==> config.mk <==
export PLATFORM = sky130hd
export DESIGN_NAME = wm_cycle_sequencer
export DESIGN_NICKNAME = d
export VERILOG_FILES = /design/src/rtl/wm_cycle_sequencer.sv
export SDC_FILE = /design/constraint.sdc
export NUM_CORES = 1
export LEC_CHECK = 0
export CAP_MARGIN = 15
export CORE_MARGIN = 2
export CORE_UTILIZATION = 45
export CTS_CLUSTER_DIAMETER = 150
export DETAILED_ROUTE_END_ITERATION = 8
export PLACE_DENSITY = 0.75
export SLEW_MARGIN = 10
export SYNTH_ARGS = -nofsm -noshare
export SYNTH_HDL_FRONTEND = slang
export SYNTH_SLANG_ARGS = --single-unit
==> constraint.sdc <==
create_clock -name clk -period 5.42 [get_ports clk]
set_input_delay 1.355 -clock clk [delete_from_list [all_inputs] [get_ports clk]]
set_output_delay 1.355 -clock clk [all_outputs]
set_load 0.01 [all_outputs]
==> src/rtl/wm_cycle_sequencer.sv <==
// Washing-machine cycle sequencer: WASH, RINSE (one or two passes), SPIN.
// Time is counted in units of TICK_DIV clocks; pause freezes, abort clears.
module wm_cycle_sequencer #(
  parameter int TW       = 5,
  parameter int TOTW     = 8,
  parameter int TICK_DIV = 4,
  parameter int HEAVY    = 3
) (
  input  logic            clk,
  input  logic            rst,
  input  logic            start,
  input  logic            pause,
  input  logic            abort,
  input  logic [TW-1:0]   wash_in,
  input  logic [TW-1:0]   rinse_in,
  input  logic [TW-1:0]   spin_in,
  input  logic [TW-1:0]   cloth_in,
  output logic [2:0]      phase,
  output logic [TW-1:0]   phase_left,
  output logic [TOTW-1:0] total_left,
  output logic            busy,
  output logic            done,
  output logic            err
);

  localparam int TKW = (TICK_DIV > 1) ? $clog2(TICK_DIV) : 1;
  localparam int SW  = (TW + 3 > TOTW + 1) ? TW + 3 : TOTW + 1;
  localparam logic [TKW-1:0] TICK_LAST = TKW'(TICK_DIV - 1);
  localparam logic [SW-1:0]  TOT_MAX   = SW'((1 << TOTW) - 1);

  typedef enum logic [2:0] {
    S_IDLE  = 3'd0,
    S_WASH  = 3'd1,
    S_RINSE = 3'd2,
    S_SPIN  = 3'd3,
    S_DONE  = 3'd4,
    S_PAUSE = 3'd5
  } state_t;

  state_t          r_state, w_state;
  state_t          r_saved, w_saved;
  logic            r_pass2, w_pass2;
  logic            r_two, w_two;
  logic [TW-1:0]   r_rinse, w_rinse;
  logic [TW-1:0]   r_spin, w_spin;
  logic [TKW-1:0]  r_tick, w_tick;
  logic [TW-1:0]   r_left, w_left;
  logic [TOTW-1:0] r_total, w_total;
  logic            r_done, w_done;
  logic            r_err, w_err;

  logic            w_heavy;
  logic            w_zero;
  logic            w_run;
  logic            w_wrap;
  logic [SW-1:0]   w_sum;

  // Start-time arithmetic: pass count and unclipped cycle total.
  always_comb begin
    w_heavy = (cloth_in >= TW'(HEAVY));
    w_zero  = (wash_in == '0) && (rinse_in == '0) && (spin_in == '0);
    w_sum   = SW'(wash_in) + SW'(spin_in)
            + (w_heavy ? (SW'(rinse_in) << 1) : SW'(rinse_in));
    w_run   = (r_state == S_WASH) || (r_state == S_RINSE)
            || (r_state == S_SPIN);
    w_wrap  = (r_tick == TICK_LAST);
  end

  // Next-state logic: abort, then pause, then start, then tick counting.
  always_comb begin
    w_state = r_state;
    w_saved = r_saved;
    w_pass2 = r_pass2;
    w_two   = r_two;
    w_rinse = r_rinse;
    w_spin  = r_spin;
    w_tick  = r_tick;
    w_left  = r_left;
    w_total = r_total;
    w_done  = 1'b0;
    w_err   = 1'b0;
    if (abort) begin
      w_state = S_IDLE;
      w_saved = S_IDLE;
      w_pass2 = 1'b0;
      w_two   = 1'b0;
      w_rinse = '0;
      w_spin  = '0;
      w_tick  = '0;
      w_left  = '0;
      w_total = '0;
    end else if (w_run && pause) begin
      w_state = S_PAUSE;
      w_saved = r_state;
    end else if (r_state == S_PAUSE) begin
      if (!pause) w_state = r_saved;
    end else if (start && (r_state == S_IDLE || r_state == S_DONE)) begin
      w_tick  = '0;
      w_pass2 = 1'b0;
      if (w_zero) begin
        w_err   = 1'b1;
        w_state = S_IDLE;
        w_two   = 1'b0;
        w_rinse = '0;
        w_spin  = '0;
        w_left  = '0;
        w_total = '0;
      end else begin
        w_two   = w_heavy;
        w_rinse = rinse_in;
        w_spin  = spin_in;
        w_total = (w_sum > TOT_MAX) ? '1 : w_sum[TOTW-1:0];
        if (wash_in != '0) begin
          w_state = S_WASH;
          w_left  = wash_in;
        end else if (rinse_in != '0) begin
          w_state = S_RINSE;
          w_left  = rinse_in;
        end else begin
          w_state = S_SPIN;
          w_left  = spin_in;
        end
      end
    end else if (w_run) begin
      if (!w_wrap) begin
        w_tick = r_tick + 1'b1;
      end else begin
        w_tick  = '0;
        w_total = (r_total != '0) ? r_total - 1'b1 : r_total;
        if (r_left != TW'(1)) begin
          w_left = r_left - 1'b1;
        end else if (r_state == S_WASH && r_rinse != '0) begin
          w_state = S_RINSE;
          w_left  = r_rinse;
          w_pass2 = 1'b0;
        end else if (r_state == S_RINSE && r_two && !r_pass2) begin
          w_left  = r_rinse;
          w_pass2 = 1'b1;
        end else if (r_state != S_SPIN && r_spin != '0) begin
          w_state = S_SPIN;
          w_left  = r_spin;
        end else begin
          w_state = S_DONE;
          w_left  = '0;
          w_total = '0;
          w_done  = 1'b1;
        end
      end
    end
  end

  // State register with synchronous reset.
  always_ff @(posedge clk) begin
    if (rst) begin
      r_state <= S_IDLE;
      r_saved <= S_IDLE;
      r_pass2 <= 1'b0;
      r_two   <= 1'b0;
      r_rinse <= '0;
      r_spin  <= '0;
      r_tick  <= '0;
      r_left  <= '0;
      r_total <= '0;
      r_done  <= 1'b0;
      r_err   <= 1'b0;
    end else begin
      r_state <= w_state;
      r_saved <= w_saved;
      r_pass2 <= w_pass2;
      r_two   <= w_two;
      r_rinse <= w_rinse;
      r_spin  <= w_spin;
      r_tick  <= w_tick;
      r_left  <= w_left;
      r_total <= w_total;
      r_done  <= w_done;
      r_err   <= w_err;
    end
  end

  assign phase      = r_state;
  assign phase_left = r_left;
  assign total_left = r_total;
  assign busy       = w_run || (r_state == S_PAUSE);
  assign done       = r_done;
  assign err        = r_err;

endmodule

# Yosys cells after proc, flatten, opt, wreduce, memory -nomap -nowiden
# Index checks and enable logic that the tools add are counted.
dict set report word_totals {
  register_bits 35
  inputBits 25
  output_inout_bits 19
  word_cells 126
}
dict set report op_classes {
  addsub 5
  order_cmp 2
  eq_ne 15
  muxes 48
  bitwise 5
  n_reduce_logical 39
}
# op n
set ops {}
lappend ops {{$mux 8} 10}
lappend ops {{$mux 5} 12}
lappend ops {{$mux 3} 10}
lappend ops {{$reduce_bool 5->1} 4}
lappend ops {{$logic_not 5->1} 3}
lappend ops {{$mux 1} 10}
lappend ops {{$mux 2} 5}
lappend ops {{$reduce_and 5->1} 2}
lappend ops {{$reduce_or 10->1} 1}
lappend ops {{$reduce_bool 3->1} 3}
lappend ops {{$gt 7x8->1 const B} 1}
lappend ops {{$logic_and 1x1->1} 8}
lappend ops {{$ne 4x3->1 const B} 2}
lappend ops {{$reduce_bool 4->1} 2}
lappend ops {{$reduce_bool 8->1} 1}
lappend ops {{$sub 8x1->8 const B} 1}
lappend ops {{$add 6x6->7} 1}
lappend ops {{$add 5x5->6} 1}
lappend ops {{$eq 3x2->1 const B} 2}
lappend ops {{$eq 3x3->1 const B} 2}
lappend ops {{$mux 6} 1}
lappend ops {{$ne 3x2->1 const B} 2}
lappend ops {{$reduce_and 3->1} 2}
lappend ops {{$reduce_and 6->1} 1}
lappend ops {{other kinds (18)} 27}

# Logic depth before layout (Yosys ltp)
dict set report logic_depth {
  word_depth 11
  ltp_mapped 10
  mapped_depth_nobuf 10
}

# Worst setup path after synthesis
# No wires, ideal clock.
dict set report synth_timing {
  path_type {input port to flip-flop}
  from {input cloth_in[1]}
  to {register r_total[5], in the netlist total_left[5]}
  setup_ps 74
  arrival_ps 4037
  required_time_ps 5346
  slack_ps 1309
  cell_stages 10
  n_path_buf 0
  cell_sequence {a2111oi_2 mux2_2 fa_1 ha_1 fa_1 a21o_1 a21oi_1 xnor2_1 nand2_1 a31oi_1}
}
dict set report synth_via {
  elab_chain_cells 7
}
# item line_no
set synth_lines {}
lappend synth_lines {{start, declared} 17} ;# input logic [TW-1:0] cloth_in,
lappend synth_lines {{$ge 5x2->1 (*)} 60} ;# w_heavy = (cloth_in >= TW'(HEAVY));
lappend synth_lines {{$mux 6 (*)} 63} ;# + (w_heavy ? (SW'(rinse_in) << 1) : SW'(rinse_in));
lappend synth_lines {{$add 6x6->7 (*)} 63}
lappend synth_lines {{$gt 7x8->1} 112} ;# w_total = (w_sum > TOT_MAX) ? '1 : w_sum[TOTW-1:0];
lappend synth_lines {{$mux 8 (*)} 112}
lappend synth_lines {{$mux 8 (*)} 100} ;# if (w_zero) begin
lappend synth_lines {{$mux 8 (*)} 97} ;# end else if (start && (r_state == S_IDLE || r_state == S_DONE)) begin
lappend synth_lines {{end signal, assigned} 175} ;# r_total <= w_total;
lappend synth_lines {{end, declared} 48} ;# logic [TOTW-1:0] r_total, w_total;
# Mark *: on every way between the ends. The rest lies on a longest branch, timed or not.
# A chain may end at the register's enable or synchronous reset.

# Worst setup path after layout
# Ends and elaborated chain as after synthesis.

==> summary.txt <==
Route
  – DRC: 0
  – DR vias/cell: about 6.1
  – Post-Route WL: about 6.7 mm
  – Drt wl/cell: 15.6 um
  – Post-route ant nets: 0
  – Drt pass-1 iters: 5
  – Via count: roughly 2,600
  – Initial DRC Count: between 150 and 200

Flow run
  – Total of max-cap violations: 0

Timing
  – Tmin final: ~4.5 ns
  – Setup WS post-layout: between 0.9 and 1 ns
  – Final Hold Fails: 0
  – Unrepaired setup endpoints after global routing: no
  – Setup total negative slack: 0 ns
  – Skew final: approximately 0.0081 ns
  – Slew Viols, Final: 0
  – Max Clock Freq: 223 MHz
  – Relative slew slack: between 30% and 40%
  – Worst-Margin Slew: 0.955 ns
  – Fin crit share: around 83%
  – Final setup violating endpoints: 0

Floorplan
  – Core area: between 5000 and 6000 um^2
  – Num rows: 27
  – Chip Width: between 70 and 80 um
  – Initial Utilization: between 40% and 50%
  – Height of the chip: approximately 79 um
  – I/O pin total: 44
  – Die area: around 6300 um^2

Logic synthesis
  – Ys Warns: 0
  – Post-Syn Instances: 323
  – Simple-Gate Fraction of Synth Area: between 20 and 30%
  – Unique masters post-synth: 62
  – Synth Area in XOR/XNOR: 1.03%
  – Largest family of logic cells by synthesized area: compound AO/OA/AOI/OAI gates
  – Post-synthesis average cell area: 7.86 um^2
  – Compound-cell area share of the yosys netlist: around 30%
  – Dominant cell type by area after synthesis: dfxtp_1
  – Post-synth EDFFs: 0
  – Synth Flop Type: dfxtp_1
  – Area contributors post-synth: dfxtp_1 28%, a21oi_1 6.5%, nor2_1 5.0%
  – Async SR Flop Fraction: 0%
  – Synthesized Nets: around 360
  – Post-synthesis sequential area ratio: 27.6%
  – Mapped Area: approximately 2500 um^2
  – Multiplexer area fraction after synthesis: 3.06%
  – Adder-cell share of the synthesized area: roughly a tenth
  – Yosys top cell area share: between 20 and 30%
  – Yosys reg bits: 35

Setup path
  – Worst Path Max Fanout: 7
  – Critical path class: input port to register
  – CP required: 5.64 ns
  – R2R setup slack: about 2.8 ns
  – Crit path DAT: ~4.7 ns
  – Worst setup EP type: register
  – Crit start category: input port

Clock tree
  – Clock slew seen by the registers of the worst setup and hold paths: approximately 0.080 ns
  – Cts hold-fix bufs: 0
  – Post-CTS Setup Inserts: 0
  – Clk Latency, worst-skew pair: ~0.3 ns
  – Resize count post-CTS: 0
  – Clk sinks: 35
  – CTS Buf Count: 5
  – Clk buf depth: 2
  – CTS tree: yes
  – CTS root buf: clkbuf_8
  – H-tree levels: 2

Pwr
  – Reported net switching power: 0.265 mW
  – P_int: 0.474 mW
  – Comb power frac: approximately a third
  – Clock share of power: a little over a quarter
  – Switching Share: 35.9%
  – Sequential share of power: roughly two fifths
  – Overall Power: 0.739 mW
  – LEAKAGE: approximately 1.1 nW
  – Maximum vdd ir drop: between 150 and 200 uV
  – Pwr dens: between 200 and 250 nW/um^2

Layout
  – Layout cell share with drive strength beyond 1: under 10%
  – Ant diodes: 0
  – Post-layout util: 56.6%
  – Area Overhead vs Synth: 21.9%
  – NumNets Final: roughly 400

Global routing
  – Total gr overflow: 0
  – Global-route wire length before repair: 11.6 mm
  – Pin count of the biggest net entering global routing: 23
  – Overall Global Routing Usage: 23.1%
  – Initial antenna violation count: 0
  – Vias in the first global route: between 2,000 and 2,500

Min path
  – Worst hold path type: register to register

Placement
  – Pre-CTS WS: around 0.64 ns
  – Final Wtd Congestion: approximately 0.9
  – Buffers on Ports: 43
  – Dpl hpwl: 5.15 mm

Run status
  – Outcome: finished clean
==> layout by cell type, fill, tap and decap left out, drive strengths merged, types with 3 or more instances in the layout <==
cell	instances
clkdlybuf4s50	43
dfxtp	35
nor2	35
a21oi	34
o21ai	30
nand2	27
nor3	16
a22oi	11
ha	10
a31oi	9
inv	9
mux2	6
fa	6
nor2b	5
and2	5
nand2b	5
nand3	5
a21o	5
clkbuf	5
nand4	4
and3	4
a211oi	4
or4	4
or3	3
o211ai	3
nor3b	3
or2	3
==> power groups by stage <==
| stage | Clock [mW] | Sequential (mW) | Combinational [mW] |
|---|---|---|---|
| floorplan | 0 | 0.289 | 0.171 |
| global placement | 0 | 0.291 | 0.245 |
| detailed placement | 0 | 0.291 | 0.250 |
| CTS | 0.202 | 0.285 | 0.251 |
| global route | 0.215 | 0.288 | 0.284 |
| finish | 0.201 | 0.285 | 0.253 |
==> registers in the layout, summed over array words and instances, names as in the netlist <==
name and flops:
phase_left 5, r_saved 3, r_spin 5, r_pass2 1, phase 3, total_left 8, r_rinse 5, r_two 1
r_tick 2, err 1, done 1
==> logic make-up after synthesis <==
family,count (synthesis)
compound gates,114
mux,7
fa+ha+maj,16
xor+xnor,3
simple gates,125
buf+inv,23
flops,35
==> through the flow <==
| step | instance area (um^2) | instances | hold WS, ns |
|---|---|---|---|
| 6_report | 3100 | 433 | 0.475 |
| 5_1_grt | 3100 | 433 | 0.490 |
| 4_1_cts | 3100 | 433 | 0.474 |
| 2_1_floorplan | 2540 | 323 | 0.440 |
| 3_3_place_gp | 3000 | 425 | 0.450 |
| 3_5_place_dp | 3000 | 425 | 0.463 |
==> path summary, 6_finish.rpt <==
kind	start	end	cells after the start
max	cloth_in[1]	total_left[5]	11
min	r_tick[1]	r_tick[1]	2
max reg2reg	phase[1]	phase_left[2]	5
min reg2reg	r_tick[1]	r_tick[1]	2
==> cell type report <==
| class | instances | area (um^2) |
|---|---|---|
| fillers | 526 | 2380 |
| multi-input cells | 265 | 1740 |
| flip-flops and latches | 35 | 701 |
| clock buffers | 5 | 68.8 |
| inverters | 8 | 30.0 |
| repair buffers | 45 | 445 |
| well taps | 72 | 90.1 |
| clock inverters | 3 | 23.8 |
==> cells in the mapped netlist (all sizes together), types with 2 or more instances <==
| library cell | number |
|---|---|
| dfxtp | 35 |
| nor2 | 35 |
| a21oi | 34 |
| o21ai | 30 |
| nand2 | 27 |
| nor3 | 16 |
| clkbuf | 12 |
| a22oi | 11 |
| ha | 10 |
| a31oi | 9 |
| inv | 8 |
| fa | 6 |
| mux2 | 6 |
| a21o | 5 |
| and2 | 5 |
| nand2b | 5 |
| nand3 | 5 |
| nor2b | 5 |
| a211oi | 4 |
| and3 | 4 |
| nand4 | 4 |
| or4 | 4 |
| buf | 3 |
| nor3b | 3 |
| o211ai | 3 |
| or2 | 3 |
| or3 | 3 |
| a32oi | 2 |
| nor4 | 2 |
| o21a | 2 |
| o22ai | 2 |
| o32ai | 2 |
| xnor2 | 2 |
==> layer usage <==
| layer | global-route usage [%] | up-vias | share of wire, % |
|---|---|---|---|
| met5 | 0 | - | 0 |
| met4 | 7.76 | 0 | 1.2 |
| met3 | 4.55 | 8 | 7.8 |
| met2 | 35.3 | 124 | 45 |
| met1 | 32.6 | 1232 | 46 |
| li1 | - | 1282 | - |
==> critical path, stage by stage <==
cell and delay, ns:
clkdlybuf4s50_1 0.41, a2111oi_2 0.71, mux2_2 0.42, fa_1 0.45
ha_1 0.25, fa_1 0.40, a21o_1 0.17, a21oi_1 0.16
xnor2_1 0.13, nand2_1 0.08, a31oi_1 0.16
No activity file was read; power rests on OpenSTA's default activity.
